File: config.mk
export PLATFORM = sky130hd
export DESIGN_NAME = bus_addr_dec_tmo
export DESIGN_NICKNAME = d
export VERILOG_FILES = /design/src/rtl/bus_addr_dec_tmo.sv
export SDC_FILE = /design/constraint.sdc
export NUM_CORES = 1
export LEC_CHECK = 0
export CAP_MARGIN = 20
export CORE_MARGIN = 8
export CORE_UTILIZATION = 33
export DETAILED_ROUTE_END_ITERATION = 7
export MAX_ROUTING_LAYER = met4
export PLACE_DENSITY = 0.82
export RECOVER_POWER = 50
export SETUP_SLACK_MARGIN = 0.5
export SYNTH_ARGS = -nofsm -noshare
export SYNTH_HDL_FRONTEND = slang
export SYNTH_SLANG_ARGS = --single-unit
File: constraint.sdc
create_clock -name clk -period 1.65 [get_ports clk]
set_input_delay 0.33 -clock clk [delete_from_list [all_inputs] [get_ports clk]]
set_output_delay 0.33 -clock clk [all_outputs]
set_load 0.05 [all_outputs]
File: src/rtl/bus_addr_dec_tmo.sv
// rtl/bus_addr_dec_tmo.sv - bus address decoder with chip selects and access timeout
// Optional timeout counter enabled by defining BUS_ADDR_DEC_TMO_EN.
module bus_addr_dec_tmo #(
    parameter int WORD_ADDR_WIDTH = 30,
    parameter int SLAVE_NUM       = 8,
    parameter int SEL_WIDTH       = 3,
    parameter int TMO_CYCLES      = 255
) (
    input  logic                       clk,
    input  logic                       reset_n,
    input  logic [WORD_ADDR_WIDTH-1:0] s_addr,
    input  logic                       s_as_n,
    input  logic                       s_rdy_n,
    output logic [SLAVE_NUM-1:0]       s_cs_n,
    output logic                       m_rdy_n,
    output logic                       m_err,
    output logic                       busy
);

    typedef enum logic [1:0] {
        IDLE,
        ACCESS,
        ERROR
    } state_t;

    state_t               state, state_nx;
    logic [SEL_WIDTH-1:0] idx, idx_q, idx_nx;
    logic                 mapped;
    logic                 timeout;
    logic [SLAVE_NUM-1:0] cs_nx;
    logic                 rdy_nx, err_nx, busy_nx;
    logic                 unused_addr;

    assign idx         = s_addr[WORD_ADDR_WIDTH-1 -: SEL_WIDTH];
    assign mapped      = (32'(idx) < SLAVE_NUM);
    assign unused_addr = ^s_addr;

`ifdef BUS_ADDR_DEC_TMO_EN
    localparam int CNT_W = $clog2(TMO_CYCLES + 1);
    logic [CNT_W-1:0] cnt;

    // Held at zero while idle, so every ACCESS starts counting from 0.
    always_ff @(posedge clk or negedge reset_n) begin
        if (!reset_n) begin
            cnt <= '0;
        end else if (state != ACCESS) begin
            cnt <= '0;
        end else if (cnt != CNT_W'(TMO_CYCLES)) begin
            cnt <= cnt + 1'b1;
        end
    end

    assign timeout = (cnt == CNT_W'(TMO_CYCLES - 1));
`else
    localparam int unused_tmo_cycles = TMO_CYCLES;
    assign timeout = 1'b0;
`endif

    always_comb begin
        state_nx = state;
        idx_nx   = idx_q;
        cs_nx    = '1;
        rdy_nx   = 1'b1;
        err_nx   = 1'b0;
        case (state)
            IDLE: begin
                if (!s_as_n) begin
                    if (mapped) begin
                        state_nx = ACCESS;
                        idx_nx   = idx;
                        cs_nx    = ~(SLAVE_NUM'(1) << idx);
                    end else begin
                        state_nx = ERROR;
                        err_nx   = 1'b1;
                        rdy_nx   = 1'b0;
                    end
                end
            end
            ACCESS: begin
                cs_nx = ~(SLAVE_NUM'(1) << idx_q);
                // Ready is tested first so it wins over a coincident timeout.
                if (!s_rdy_n) begin
                    state_nx = IDLE;
                    cs_nx    = '1;
                    rdy_nx   = 1'b0;
                end else if (timeout) begin
                    state_nx = ERROR;
                    cs_nx    = '1;
                    err_nx   = 1'b1;
                    rdy_nx   = 1'b0;
                end
            end
            ERROR: begin
                state_nx = IDLE;
            end
            default: begin
                state_nx = IDLE;
            end
        endcase
        busy_nx = (state_nx != IDLE);
    end

    always_ff @(posedge clk or negedge reset_n) begin
        if (!reset_n) begin
            state   <= IDLE;
            idx_q   <= '0;
            s_cs_n  <= '1;
            m_rdy_n <= 1'b1;
            m_err   <= 1'b0;
            busy    <= 1'b0;
        end else begin
            state   <= state_nx;
            idx_q   <= idx_nx;
            s_cs_n  <= cs_nx;
            m_rdy_n <= rdy_nx;
            m_err   <= err_nx;
            busy    <= busy_nx;
        end
    end

endmodule

==> impl_metrics.json <==
{
  "insertion_delay_ns": 0.29,
  "rows": 15,
  "num-nets-final": 107,
  "hold_viol": 0,
  "netlist_instances": 45,
  "cp_slowest_cell": "dfstp_2",
  "cp.required_ns": 1.32,
  "async_flop_share_pct": 100,
  "worst_slew_pin_slew_ns": 0.742,
  "swShare_pct": 28.5,
  "synth_top_area_share_pct": 37.6,
  "cp-end-kind": "primary output",
  "place_congestion": 0.753,
  "die_w_um": 59.7,
  "cp_cell_sequence": "buf_12",
  "synth_top_family_by_area": "simple AND/OR/NAND/NOR gates",
  "cts_tree": "yes",
  "slowest_delay_ns": 0.56,
  "p_seq_share_pct": 52.8,
  "grt_pass1_vias": 533,
  "synth.most_common_cell": "dfstp_2",
  "crit_fanout": 1,
  "setup_viol": 0,
  "grt_max_degree": 16,
  "hp-class": "in2reg",
  "finalCritPeriodShare_pct": 79.7,
  "syn_avg_cell_area_um2": 14.0,
  "power_switching_w": 0.000231,
  "clkPwrFrac_pct": 26.0,
  "die_y_um": 59.7,
  "crit_buf_inv": 1,
  "io_buffers": 16,
  "synth_fa_ha_area_share_pct": 0,
  "wl_um": 1410,
  "synth_cell_types": 19,
  "cts_sinks": 15,
  "cts_buffers": 3,
  "max_freq_ghz": 0.761,
  "clock_skew_ns": 0.00639,
  "clk_pin_slew_ns": 0.09,
  "wire_per_inst_um": 14.5,
  "setup_tns_ns": 0,
  "period_minus_slack_ns": 1.31,
  "synth.area.mux_share_pct": 5.37,
  "via_count": 476,
  "post-dp-hpwl_um": 1010,
  "rrSetupSlack_ns": 0.43,
  "regArea_um2": 388,
  "multiInputGateArea_um2": 278,
  "cts-root-buf": "clkbuf_4",
  "ys_ff_latch": 15,
  "netlist_top_cells_count": "dfstp_2 (9), a22oi_1 (6), dfrtp_1 (6)",
  "maxSlewViolCount": 0,
  "yosysSeqAreaShare_pct": 61.4,
  "n_antenna_cell": 0,
  "maxSlewHeadroom_pct": 50.5,
  "synth-xor-area-share_pct": 0,
  "postCtsHoldBufs": 0,
  "path_class": "reg2out",
  "htree_num_levels": 1,
  "grt_setup_unrepaired": "yes",
  "syn2layout_area_growth_pct": 64.0,
  "io_pins": 45,
  "syn-cell-area_um2": 629,
  "cts_buffer_depth": 2,
  "synth-main-ff-cell": "dfstp_2",
  "antenna_found_initial": 0,
  "synth_compound_area_share_pct": 11.5,
  "cp_top_family": "flip-flops",
  "p_per_area_nw_per_um2": 786,
  "overflow": 0,
  "route.detailed.drc": 0,
  "drive_gt1_share_pct": 50.0,
  "synth_edf_count": 0,
  "drt_iter0_drc": 8,
  "dr.pass1.iters": 4,
  "initial_utilization_pct": 35.7,
  "start_kind": "flip-flop",
  "design.die.area_um2": 3560,
  "p_comb_share_pct": 21.2,
  "arrival_ns": 0.98,
  "place_ws_ns": 0.0257,
  "fin_ws_ns": 0.336,
  "synth.area.top_cells": "dfstp_2 (38%), dfrtp_1 (24%), a22oi_1 (7.2%)",
  "synth_top_area_cell": "dfstp_2",
  "synth_warnings": 0,
  "p_leak_nw": 0.431,
  "ir_drop_mv": 0.360,
  "drt.antenna.violating_nets": 0,
  "grt_pass1_wl_um": 2300,
  "fillCellCount": 142,
  "viasPerCell": 4.91,
  "yosys.area_share.simple_pct": 19.9,
  "internal-power_w": 0.000581,
  "core-area_um2": 1760,
  "timing.hold.ws_ns": 0.439,
  "maxCapViolCount": 0,
  "globalRouteTotalUtil_pct": 9.20,
  "outcome": "finished, final reports clean"
}
[cell families (layout without fill, tap and decap cells)]
| family | Yosys count | count (layout) |
|---|---|---|
| AOI/OAI and AO/OA | 10 | 10 |
| muxes | 3 | 3 |
| other | 1 | 2 |
| and+or+nand+nor | 15 | 15 |
| DFF | 15 | 15 |
| buffers and inverters | 1 | 27 |
[power groups by stage]
stage / clock [W] / sequential (W) / combinational [W]
finish: 0.000211 / 0.000429 / 0.000172
floorplan: 0 / 0.000451 / 0.0000511
detailed placement: 0 / 0.000432 / 0.000139
global placement: 0 / 0.000429 / 0.000135
global route: 0.000230 / 0.000432 / 0.000185
CTS: 0.000213 / 0.000427 / 0.000158
[sequential cells by signal (all words and copies together) (netlist names)]
signal   cells
s_cs_n       8
idx_q        3
state        2
busy         1
m_rdy_n      1
[worst paths after layout]
| path | from | end | cells after the start |
|---|---|---|---|
| worst max-delay path | s_cs_n[3] | s_cs_n[3] | 1 |
| worst min-delay path | s_addr[29] | idx_q[2] | 2 |
| worst max register to register | state[0] | idx_q[2] | 2 |
| worst min register to register | idx_q[2] | idx_q[2] | 1 |
| max in group asynchronous | reset_n | state[1] | 2 |
| min in group asynchronous | reset_n | idx_q[0] | 2 |
[placed cells by master, fill, tap and decap left out, types with 2 or more instances in the layout]
cell type,n
a22oi_1,6
buf_6,4
buf_4,2
nor2_1,2
buf_12,9
nor2b_1,4
clkbuf_4,3
dfstp_2,9
clkbuf_1,3
dfrtp_1,5
mux2_4,3
conb_1,2
clkdlybuf4s50_1,3
a21oi_1,2
[area by class of cell]
cell class | count | area share (%)
Tap cell | 25 | 3.03
Timing Repair Buffer | 23 | 29.9
Clock buffer | 4 | 2.55
Multi-Input combinational cell | 30 | 26.9
Sequential cell | 15 | 37.6
[layer usage]
layer / vias to the layer above / wire length (um) / GRT usage, % / share of wire, %
met5: - / 0 / - / 0
li1: 220 / - / - / -
met1: 235 / 549 / 8.18 / 39
met2: 16 / 721 / 15.5 / 51
met4: 0 / 62 / 9.86 / 4.4
met3: 5 / 76 / 1.71 / 5.4
[stage by stage]
| stage | power, W | utilization [%] | cell area, um2 | cells |
|---|---|---|---|---|
| detailed placement | 0.000571 | 51.7 | 912 | 87 |
| finish | 0.000812 | 58.5 | 1030 | 97 |
| global placement | 0.000564 | 51.7 | 912 | 87 |
| CTS | 0.000797 | 56.3 | 993 | 94 |
| global route | 0.000848 | 58.5 | 1030 | 97 |
| floorplan | 0.000502 | - | 633 | 46 |
[repair_timing]
| item | in CTS | in global routing |
|---|---|---|
| pin swaps | 1 | 6 |
| resized for setup | 8 | 9 |
| buffers inserted | 3 | 3 |
| setup endpoints to repair | 21 | 22 |
Power figures use the tool's default switching activity.
